$ cat src/rtl/victim_wb_buffer_pkg.sv
// Shared types and helpers for the victim/write-back buffer.
// Drain FSM states and the slot-index width helper.
package victim_wb_buffer_pkg;

  typedef enum logic [1:0] {
    VWB_IDLE,
    VWB_WRITE,
    VWB_FLUSH
  } vwb_state_t;

  function automatic int vwb_idx_w(input int n);
    return (n > 1) ? $clog2(n) : 1;
  endfunction

endpackage

$ cat src/rtl/victim_wb_buffer_age_tracker.sv
// Insertion-age tracker: valid slots hold a permutation 0..n-1 (0 = newest);
// reports the oldest dirty and oldest clean valid slots.
module vwb_age_tracker
  import victim_wb_buffer_pkg::*;
#(
  parameter int ENTRIES = 4,
  parameter int IDX_W   = vwb_idx_w(ENTRIES)
) (
  input  logic               clk,
  input  logic               rst_n,
  input  logic [ENTRIES-1:0] valid_i,
  input  logic [ENTRIES-1:0] dirty_i,
  input  logic               ins_i,
  input  logic               ins_new_i,
  input  logic [IDX_W-1:0]   ins_idx_i,
  input  logic               take_i,
  input  logic [IDX_W-1:0]   take_idx_i,
  output logic [IDX_W-1:0]   oldest_dirty_o,
  output logic               any_dirty_o,
  output logic [IDX_W-1:0]   oldest_clean_o,
  output logic               any_clean_o
);

  logic [IDX_W-1:0] age [ENTRIES];
  logic [IDX_W-1:0] ins_age;
  logic [IDX_W-1:0] take_age;

  assign ins_age  = age[ins_idx_i];
  assign take_age = age[take_idx_i];

  for (genvar gi = 0; gi < ENTRIES; gi++) begin : g_age
    logic [IDX_W-1:0] age_q;
    logic [IDX_W-1:0] age_d;
    logic             inc;
    logic             dec;

    assign age[gi] = age_q;
    // A brand-new slot pushes every valid entry back; a reused one only the younger ones.
    assign inc = ins_i && valid_i[gi] && (ins_new_i || (age_q < ins_age));
    assign dec = take_i && valid_i[gi] && (age_q > take_age);

    always_comb begin
      age_d = age_q;
      if ((ins_i && (ins_idx_i == IDX_W'(gi))) || (take_i && (take_idx_i == IDX_W'(gi))))
        age_d = '0;
      else if (valid_i[gi])
        age_d = age_q + IDX_W'(inc) - IDX_W'(dec);
    end

    always_ff @(posedge clk or negedge rst_n) begin
      if (!rst_n) age_q <= '0;
      else        age_q <= age_d;
    end
  end

  logic [IDX_W-1:0] dsel;
  logic [IDX_W-1:0] csel;
  logic             dfound;
  logic             cfound;

  always_comb begin
    dsel   = '0;
    csel   = '0;
    dfound = 1'b0;
    cfound = 1'b0;
    for (int i = 0; i < ENTRIES; i++) begin
      if (valid_i[i] && dirty_i[i] && (!dfound || (age[i] > age[dsel]))) begin
        dfound = 1'b1;
        dsel   = IDX_W'(i);
      end
      if (valid_i[i] && !dirty_i[i] && (!cfound || (age[i] > age[csel]))) begin
        cfound = 1'b1;
        csel   = IDX_W'(i);
      end
    end
  end

  assign oldest_dirty_o = dsel;
  assign any_dirty_o    = dfound;
  assign oldest_clean_o = csel;
  assign any_clean_o    = cfound;

endmodule

$ cat src/rtl/victim_wb_buffer.sv
// Fully-associative victim/write-back buffer with background drain to pmem.
// Optional flush mode is enabled by defining VWB_FLUSH_EN.
module victim_wb_buffer
  import victim_wb_buffer_pkg::*;
#(
  parameter int ENTRIES  = 4,
  parameter int TAG_W    = 12,
  parameter int OFFSET_W = 4,
  parameter int ADDR_W   = 16,
  parameter int LINE_W   = 128
) (
  input  logic              clk,
  input  logic              rst_n,
  input  logic [ADDR_W-1:0] lookup_addr,
  output logic              hit,
  output logic [LINE_W-1:0] hit_data,
  input  logic              take,
  input  logic              evict_valid,
  output logic              evict_ready,
  input  logic              evict_dirty,
  input  logic [ADDR_W-1:0] evict_addr,
  input  logic [LINE_W-1:0] evict_data,
  input  logic              drain_en,
  output logic              pmem_write,
  output logic [ADDR_W-1:0] pmem_address,
  output logic [LINE_W-1:0] pmem_wdata,
  input  logic              pmem_resp,
  input  logic              flush,
  output logic              flush_done
);

  localparam int IDX_W = vwb_idx_w(ENTRIES);

  logic [ENTRIES-1:0] valid_q, valid_d;
  logic [ENTRIES-1:0] dirty_q, dirty_d;
  logic [TAG_W-1:0]   tag_q  [ENTRIES];
  logic [LINE_W-1:0]  data_q [ENTRIES];

  logic [TAG_W-1:0]   lookup_tag, evict_tag;
  logic [ENTRIES-1:0] look_match, evict_match;
  logic [IDX_W-1:0]   hit_idx, present_idx, free_idx, ins_idx;
  logic               any_free, ins_present, ins_fire, take_fire, flushing;
  logic [IDX_W-1:0]   oldest_dirty, oldest_clean;
  logic               any_dirty, any_clean;
  logic [2*OFFSET_W-1:0] offset_unused;

  assign lookup_tag    = lookup_addr[ADDR_W-1:OFFSET_W];
  assign evict_tag     = evict_addr[ADDR_W-1:OFFSET_W];
  assign offset_unused = {lookup_addr[OFFSET_W-1:0], evict_addr[OFFSET_W-1:0]};

  for (genvar gi = 0; gi < ENTRIES; gi++) begin : g_match
    assign look_match[gi]  = valid_q[gi] && (tag_q[gi] == lookup_tag);
    assign evict_match[gi] = valid_q[gi] && (tag_q[gi] == evict_tag);
  end

  always_comb begin
    hit_idx     = '0;
    hit_data    = '0;
    present_idx = '0;
    free_idx    = '0;
    any_free    = 1'b0;
    for (int i = 0; i < ENTRIES; i++) begin
      if (look_match[i]) begin
        hit_idx  = IDX_W'(i);
        hit_data = data_q[i];
      end
      if (evict_match[i]) present_idx = IDX_W'(i);
    end
    for (int i = ENTRIES - 1; i >= 0; i--) begin
      if (!valid_q[i]) begin
        any_free = 1'b1;
        free_idx = IDX_W'(i);
      end
    end
  end

  assign hit         = |look_match;
  assign ins_present = |evict_match;
  assign ins_idx     = ins_present ? present_idx : (any_free ? free_idx : oldest_clean);
  assign evict_ready = !flushing && (ins_present || any_free || any_clean);
  assign ins_fire    = evict_valid && evict_ready;
  // When insert and take land on the same slot, the insert wins.
  assign take_fire   = take && hit && !(ins_fire && (ins_idx == hit_idx));

  vwb_age_tracker #(
    .ENTRIES (ENTRIES),
    .IDX_W   (IDX_W)
  ) u_age (
    .clk            (clk),
    .rst_n          (rst_n),
    .valid_i        (valid_q),
    .dirty_i        (dirty_q),
    .ins_i          (ins_fire),
    .ins_new_i      (!ins_present && any_free),
    .ins_idx_i      (ins_idx),
    .take_i         (take_fire),
    .take_idx_i     (hit_idx),
    .oldest_dirty_o (oldest_dirty),
    .any_dirty_o    (any_dirty),
    .oldest_clean_o (oldest_clean),
    .any_clean_o    (any_clean)
  );

  // Drain engine state
  vwb_state_t        state_q, state_d;
  logic [IDX_W-1:0]  d_q, d_d;
  logic              live_q, live_d;
  logic              redirty_q, redirty_d;
  logic              pmem_write_q, pmem_write_d;
  logic [ADDR_W-1:0] pmem_address_q, pmem_address_d;
  logic [LINE_W-1:0] pmem_wdata_q, pmem_wdata_d;
  logic              latch, complete, drain_clear;
`ifdef VWB_FLUSH_EN
  logic              flush_act_q, flush_act_d;
  logic              flush_done_q, flush_done_d;
`endif

  always_comb begin
    state_d        = state_q;
    d_d            = d_q;
    live_d         = live_q;
    redirty_d      = redirty_q;
    pmem_write_d   = pmem_write_q;
    pmem_address_d = pmem_address_q;
    pmem_wdata_d   = pmem_wdata_q;
    latch          = 1'b0;
    complete       = 1'b0;
`ifdef VWB_FLUSH_EN
    flush_act_d    = flush_act_q;
    flush_done_d   = 1'b0;
`endif
    case (state_q)
      VWB_IDLE: begin
`ifdef VWB_FLUSH_EN
        if (flush) begin
          state_d     = VWB_FLUSH;
          flush_act_d = 1'b1;
        end else if (drain_en && any_dirty) begin
          latch = 1'b1;
        end
`else
        if (drain_en && any_dirty) latch = 1'b1;
`endif
      end
`ifdef VWB_FLUSH_EN
      VWB_FLUSH: begin
        if (any_dirty) begin
          latch = 1'b1;
        end else begin
          state_d      = VWB_IDLE;
          flush_act_d  = 1'b0;
          flush_done_d = 1'b1;
        end
      end
`endif
      VWB_WRITE: begin
        if (take_fire && (hit_idx == d_q)) live_d = 1'b0;
        if (ins_fire && ins_present && (ins_idx == d_q) && evict_dirty) redirty_d = 1'b1;
        if (pmem_resp) begin
          complete     = 1'b1;
          pmem_write_d = 1'b0;
`ifdef VWB_FLUSH_EN
          state_d      = flush_act_q ? VWB_FLUSH : VWB_IDLE;
`else
          state_d      = VWB_IDLE;
`endif
        end
      end
      default: state_d = VWB_IDLE;
    endcase
    // The snapshot is taken from pre-edge contents; a same-edge dirty overwrite must re-dirty.
    if (latch) begin
      state_d        = VWB_WRITE;
      d_d            = oldest_dirty;
      live_d         = !(take_fire && (hit_idx == oldest_dirty));
      redirty_d      = ins_fire && ins_present && (ins_idx == oldest_dirty) && evict_dirty;
      pmem_write_d   = 1'b1;
      pmem_address_d = {tag_q[oldest_dirty], {OFFSET_W{1'b0}}};
      pmem_wdata_d   = data_q[oldest_dirty];
    end
  end

  assign drain_clear = complete && live_q && !redirty_q;

  always_comb begin
    valid_d = valid_q;
    dirty_d = dirty_q;
    if (drain_clear) dirty_d[d_q] = 1'b0;
    if (take_fire) begin
      valid_d[hit_idx] = 1'b0;
      dirty_d[hit_idx] = 1'b0;
    end
    if (ins_fire) begin
      valid_d[ins_idx] = 1'b1;
      dirty_d[ins_idx] = (ins_present && dirty_d[ins_idx]) || evict_dirty;
    end
  end

  always_ff @(posedge clk or negedge rst_n) begin
    if (!rst_n) begin
      valid_q        <= '0;
      dirty_q        <= '0;
      state_q        <= VWB_IDLE;
      d_q            <= '0;
      live_q         <= 1'b0;
      redirty_q      <= 1'b0;
      pmem_write_q   <= 1'b0;
      pmem_address_q <= '0;
      pmem_wdata_q   <= '0;
    end else begin
      valid_q        <= valid_d;
      dirty_q        <= dirty_d;
      state_q        <= state_d;
      d_q            <= d_d;
      live_q         <= live_d;
      redirty_q      <= redirty_d;
      pmem_write_q   <= pmem_write_d;
      pmem_address_q <= pmem_address_d;
      pmem_wdata_q   <= pmem_wdata_d;
    end
  end

  always_ff @(posedge clk) begin
    if (ins_fire) begin
      tag_q[ins_idx]  <= evict_tag;
      data_q[ins_idx] <= evict_data;
    end
  end

`ifdef VWB_FLUSH_EN
  always_ff @(posedge clk or negedge rst_n) begin
    if (!rst_n) begin
      flush_act_q  <= 1'b0;
      flush_done_q <= 1'b0;
    end else begin
      flush_act_q  <= flush_act_d;
      flush_done_q <= flush_done_d;
    end
  end
  assign flushing   = flush_act_q;
  assign flush_done = flush_done_q;
`else
  logic flush_unused;
  assign flush_unused = flush;
  assign flushing     = 1'b0;
  assign flush_done   = 1'b0;
`endif

  assign pmem_write   = pmem_write_q;
  assign pmem_address = pmem_address_q;
  assign pmem_wdata   = pmem_wdata_q;

endmodule

$ cat config.mk
export PLATFORM = sky130hd
export DESIGN_NAME = victim_wb_buffer
export DESIGN_NICKNAME = d
export VERILOG_FILES = /design/src/rtl/victim_wb_buffer_pkg.sv /design/src/rtl/victim_wb_buffer_age_tracker.sv /design/src/rtl/victim_wb_buffer.sv
export SDC_FILE = /design/constraint.sdc
export NUM_CORES = 1
export LEC_CHECK = 0
export ABC_AREA = 0
export BUFFER_PORTS_ARGS = -buffer_cell sky130_fd_sc_hd__clkbuf_2
export CAP_MARGIN = 15
export CORE_AREA = 2 2 241 243
export DETAILED_ROUTE_END_ITERATION = 16
export DIE_AREA = 0 0 243 245
export PLACE_DENSITY_LB_ADDON = 0.12
export SETUP_SLACK_MARGIN = 0.4
export SYNTH_ARGS = -nofsm -noshare
export SYNTH_HDL_FRONTEND = slang
export SYNTH_SLANG_ARGS = --single-unit
$ cat constraint.sdc
create_clock -name clk -period 11.5 [get_ports clk]
set_input_delay 1.725 -clock clk [delete_from_list [all_inputs] [get_ports clk]]
set_output_delay 1.725 -clock clk [all_outputs]
set_load 0.02 [all_outputs]
==> qor.yml, run 1 <==
run_status:
  status: "complete, no violations"
place:
  portBuffers: 429
  place_congestion: 0.891
  hpwl_um: 54300
worst_setup_path:
  cpMaxStageDelayCell: "nor2_4"
  startpoint_type: "flip-flop"
  critPathCaptureType: "flip-flop"
  crit_top_cell: "a21oi_1"
  worst_ep_required_time_ns: 11.74
  arrival_ns: 7.65
  cp_cell_sequence: "inv_1 > ha_1 > nor2b_1 > o21ai_0 > a21boi_0 > nor2_1 > a21oi_1 > ha_1 > nor2b_1 > a2bb2oi_1 > nor2_1 > nor2_1 > mux2_2 > ha_1 > a21oi_1 > a21oi_1 > a21oi_1 > a21o_1 > nand2_1 > nor2_4 > buf_4 > buf_4"
  critPathMaxFanout: 39
  critPathKind: "flip-flop to flip-flop"
  slowest_delay_ns: 0.80
timing:
  fin_crit_sh: 0.644
  max_slew.worst_pin.slew_ns: 1.50
  fin_skew_ns: 0.0293
  max_freq_mhz: 135
  slew_headroom: 0.000391
  setup_viol: 0
  fin_crit_ns: 7.41
  drv_slew: 0
  rsz0062_at_grt: "no"
  tns_ns: 0
  hold_viol_final: 0
final_layout:
  fillers: 4379
  final_cell_mix: "560 x edfxtp_1, 428 x clkbuf_2, 309 x nand2_1, 277 x a21oi_1, 168 x nor2_1"
  multiInputGateArea_um2: 10900
  seqCellArea_um2: 20800
  final_core_util: 0.662
  drive_above_1_share: 0.193
  area_growth_pct: 15.5
  mostFrequentLayoutCell: "edfxtp_1"
  finalNetCount: 3215
synthesis:
  ys_seq_elements: 721
  seq_area_frac_synth: 0.638
  syn-cell-area_um2: 32700
  syn_avg_cell_area_um2: 12.1
  ys.flop_type: "edfxtp_1"
  synth_edf_count: 560
  syn_inst: 2703
  ys_types: 61
  yosysWarnings: 0
  async_flop_share: 0.223
clocking:
  cts_made_buffers: 74
  htree_num_levels: 3
  clk_path_buf_depth: 3
  postCtsSetupBuffers: 0
  clk_latency_ns: 0.63
  clkTransAtPathRegs_ns: 0.06
  cts_resized: 0
  tritoncts: "done"
  cts_hold_buf: 0
  clock-sinks: 721
  ctsRootBufferMaster: "clkbuf_16"
routing:
  vias: 24200
  firstDrtPassIters: 7
  drcViolationCount: 0
  drt-initial-drc-count: 1987
  vias_per_cell: 6.27
  avgRoutedWirePerCell_um: 24.4
  wirelength_um: 93900
  ant_nets: 0
hold_path:
  hp-class: "flip-flop to flip-flop"
floorplanning:
  pin_count: 444
  die_h_um: 245
  rows: 88
  dieArea_um2: 59500
  core_region_area_um2: 57000
  chipWidth_um: 243
  initial_core_util: 0.573
global_routing:
  grt.overflow.total: 0
  grt_max_degree: 203
  grt_pass1_vias: 24200
  grt_use_total: 0.310
  grt_pass1_wl_um: 142000
  antenna_found_initial: 11
run:
  drv_cap: 0
-- critical path: cells and delay by family, from the launching register on --
family,cells,cell delay (ns)
compound gates,8,2.11
mux,1,0.37
flops,1,0.40
fa+ha+maj,3,0.91
buf+inv,3,1.53
simple gates,7,1.63
-- synthesized netlist by cell type, types with 4 or more instances --
library cell / count / share of area
a211oi_1: 138 / 0.032
a21o_1: 5 / 0.0011
a21oi_1: 277 / 0.042
a221o_1: 129 / 0.040
a221oi_1: 6 / 0.0016
and4_1: 4 / 0.0011
buf_1: 44 / 0.0051
buf_2: 21 / 0.0032
buf_4: 6 / 0.0014
clkbuf_1: 155 / 0.018
dfrtp_1: 161 / 0.12
edfxtp_1: 560 / 0.51
ha_1: 30 / 0.011
inv_1: 19 / 0.0022
mux2i_1: 144 / 0.044
nand2_1: 309 / 0.035
nand3_1: 141 / 0.022
nand4_1: 18 / 0.0034
nor2_1: 171 / 0.020
nor2b_1: 12 / 0.0023
nor3_1: 4 / 0.00061
nor4_1: 7 / 0.0013
nor4_4: 4 / 0.0026
o2111a_1: 4 / 0.0014
o211ai_1: 11 / 0.0025
o21ai_0: 153 / 0.023
o221ai_1: 6 / 0.0016
o22ai_1: 4 / 0.00077
o31ai_1: 4 / 0.00092
o32ai_1: 4 / 0.0011
xnor2_1: 94 / 0.025
xor2_1: 13 / 0.0035
-- area by class of cell --
| class | instances | area share |
|---|---|---|
| antenna | 6 | 0.000398 |
| clock buffer | 104 | 0.0548 |
| clock inverter | 33 | 0.0101 |
| inverter | 20 | 0.00226 |
| multi-input combinational | 1740 | 0.290 |
| sequential | 721 | 0.552 |
| tap | 765 | 0.0254 |
| timing repair buffer | 460 | 0.0646 |
-- per-stage QoR --
step / std cells / setup WS [ns] / area, µm² / hold slack (ns)
global route: 3846 / 3.63 / 37700 / 0.496
detailed placement: 3706 / 4.18 / 35300 / 0.469
global placement: 3706 / 4.14 / 35300 / 0.461
CTS: 3843 / 4.14 / 37700 / 0.483
floorplan: 2707 / 0.940 / 32700 / 0.447
finish: 3849 / 4.09 / 37700 / 0.478
-- path summary, 6_finish.rpt --
path | startpoint | cells past startpoint | endpoint | slack [ns]
worst min-delay path | pmem_wdata[121] | 2 | pmem_wdata[121] | 0.48
min in group asynchronous | rst_n | 1 | pmem_wdata[105] | 1.23
worst min register to register | pmem_wdata[121] | 2 | pmem_wdata[121] | 0.48
max in group asynchronous | rst_n | 3 | pmem_wdata[27] | 8.25
worst max register to register | u_age.g_age[0].age_q[1] | 22 | data_q[3][61] | 4.09
worst max-delay path | u_age.g_age[0].age_q[1] | 22 | data_q[3][61] | 4.09
-- state kept, by name (all words and copies together) (netlist names) --
| signal | flops |
|---|---|
| pmem_address | 12 |
| live_q | 1 |
| redirty_q | 1 |
| dirty_q | 4 |
| u_age.g_age.age_q | 8 |
| valid_q | 4 |
| tag_q | 48 |
| d_q | 2 |
| data_q | 512 |
| pmem_wdata | 128 |
| pmem_write | 1 |
-- cell families after synthesis --
family / after synthesis / synth area share
AO/OA/AOI/OAI: 761 / 0.154
XOR/XNOR: 107 / 0.0287
adder cells (fa/ha/maj): 30 / 0.0115
buffers and inverters: 246 / 0.0297
flip-flops: 721 / 0.638
multiplexers: 149 / 0.0458
other: 1 / 0.000115
AND/OR/NAND/NOR: 688 / 0.0921
-- per-layer routing --
metal / track usage / vias to the layer above / share of wire
met4: 0.118 / 14 / 0.032
met3: 0.0735 / 202 / 0.086
met2: 0.511 / 993 / 0.48
met5: 0 / - / 0.0010
met1: 0.401 / 12100 / 0.40
li1: - / 10800 / -
Power of run 1 is not shown: default switching activity piles up to over one toggle a cycle in this logic, so the estimate is an artifact.
==> inputs of run 2 (changes only) <==
Settings changed: CORE_AREA 2 2 241 243 to 2 2 254 256, DIE_AREA 0 0 243 245 to 0 0 256 258.
Clock period 11.5 ns to 6.64 ns, I/O delays scaled along.
==> run 2 against run 1 <==
Compared with the run above:
- worst hold slack lost 0.058 ns
- clock skew shrank 0.0071 ns
- non-clock buffer count grew 16
- flip-flop and latch count is the same
- critical endpoint is now u_age.g_age[0].age_q[1]
- setup slack lost 3.3 ns
- die area grew 11%
==> qor.yml, run 2 (synthesized netlist as in run 1, its figures left out) <==
worst_setup_path:
  crit_end: "u_age.g_age[0].age_q[1]"
  critPathMaxFanout: 12
  worst-path-stages: 28
  r2r_end: "u_age.g_age[0].age_q[1]"
  cpMaxStageDelayCell: "a2111oi_4"
  worstSetupStartpoint: "u_age.g_age[0].age_q[1]"
  crit_top_cell: "ha_1"
  path_delay_family: "compound AO/OA/AOI/OAI gates"
  r2r_slack_ns: 0.81
  critPathKind: "flip-flop to flip-flop"
  worst_ep_required_time_ns: 7.14
  startpoint_type: "flip-flop"
  worstReg2RegStart: "u_age.g_age[0].age_q[1]"
  slowest_delay_ns: 0.47
  reg2regPathDepth: 28
  cp.buffers_inverters: 2
  arrival_ns: 6.33
  critPathCaptureType: "flip-flop"
timing:
  drv_slew: 0
  hold_viol_final: 0
  tns_ns: 0
  max_slew.worst_pin.slew_ns: 1.14
  max_freq_mhz: 171
  slew_headroom: 0.243
  fin_crit_ns: 5.83
  rsz0062_at_grt: "no"
  fin_crit_sh: 0.879
  fin_skew_ns: 0.0222
  setup_viol: 0
clocking:
  clk_latency_ns: 0.62
  ctsRootBufferMaster: "clkbuf_16"
  cts_hold_buf: 0
  tritoncts: "done"
  clock-sinks: 721
  cts_made_buffers: 77
  htree_num_levels: 3
  clk_path_buf_depth: 3
  clkTransAtPathRegs_ns: 0.06
routing:
  wirelength_um: 95100
  avgRoutedWirePerCell_um: 24.0
  ant_nets: 0
  drt-initial-drc-count: 2125
  vias_per_cell: 6.07
  firstDrtPassIters: 5
  drcViolationCount: 0
  vias: 24100
global_routing:
  grt_use_total: 0.282
  grt_pass1_wl_um: 144000
  grt_pass1_vias: 24100
  grt_max_degree: 210
  antenna_found_initial: 15
  grt.overflow.total: 0
final_layout:
  finalNetCount: 3234
  largest_register: "data_q"
  drive_above_1_share: 0.199
  final_cell_mix: "560 x edfxtp_1, 428 x clkbuf_2, 309 x nand2_1, 274 x a21oi_1, 168 x nor2_1"
  area_growth_pct: 17.0
  largest_reg_flops: 512
  mostFrequentLayoutCell: "edfxtp_1"
floorplanning:
  dieArea_um2: 66000
  rows: 93
  core_region_area_um2: 63600
  initial_core_util: 0.513
  die_h_um: 258
  chipWidth_um: 256
  pin_count: 444
place:
  hpwl_um: 55800
  place_congestion: 0.898
  portBuffers: 429
run:
  drv_cap: 0
hold_path:
  hp-class: "primary input to async pin"
run_status:
  status: "complete, no violations"
==> run 2: changes by cell type in the layout (fill, tap and decap cells not counted), moves of 3 or more <==
cell,change
buf_12,+14
diode_2,+7
clkbuf_16,+5
clkbuf_8,-4
clkinv_1,+4
a21oi_1,-3
a21oi_2,+3
clkbuf_1,+3
inv_6,-3
==> run 2: worst min-delay path by stage <==
stage | startpoint | endpoint
6_report | rst_n | pmem_wdata[104]
3_3_place_gp | pmem_wdata[18] | pmem_wdata[18]
3_5_place_dp | pmem_wdata[100] | pmem_wdata[100]
2_1_floorplan | redirty_q | redirty_q
5_1_grt | rst_n | pmem_wdata[104]
4_1_cts | rst_n | pmem_wdata[104]
==> run 2: timing repair <==
action | in CTS | in global routing
resized for setup | 0 | 2
setup endpoints to repair | 0 | 8
setup buffers | 0 | 6
==> run 2: cell type report <==
cell class	instances	area, µm²
tap	855	1070
inverter	20	82.6
antenna	13	32.5
clock buffer	107	2130
sequential	721	20800
timing repair buffer	476	2730
clock inverter	35	343
fill	5069	25400
multi-input combinational	1740	11000
==> run 2: routing by layer <==
metal | GRT usage | routed length (µm) | vias to the layer above
met4 | 0.117 | 3150 | 10
met2 | 0.465 | 46400 | 962
met3 | 0.0627 | 7280 | 203
met1 | 0.364 | 38200 | 12000
li1 | - | - | 10900
met5 | 0 | 71 | -
==> run 2: stage by stage <==
step	utilization	worst slack, ns	area [µm²]	hold WS [ns]	cells
floorplan	-	0.405	32800	0.447	2707
global placement	0.560	0.655	35700	0.461	3806
detailed placement	0.560	0.629	35700	0.469	3806
CTS	0.599	0.578	38100	0.465	3948
global route	0.600	0.431	38200	0.472	3963
finish	0.601	0.807	38200	0.421	3967
Power of run 2 is left out for the same reason.
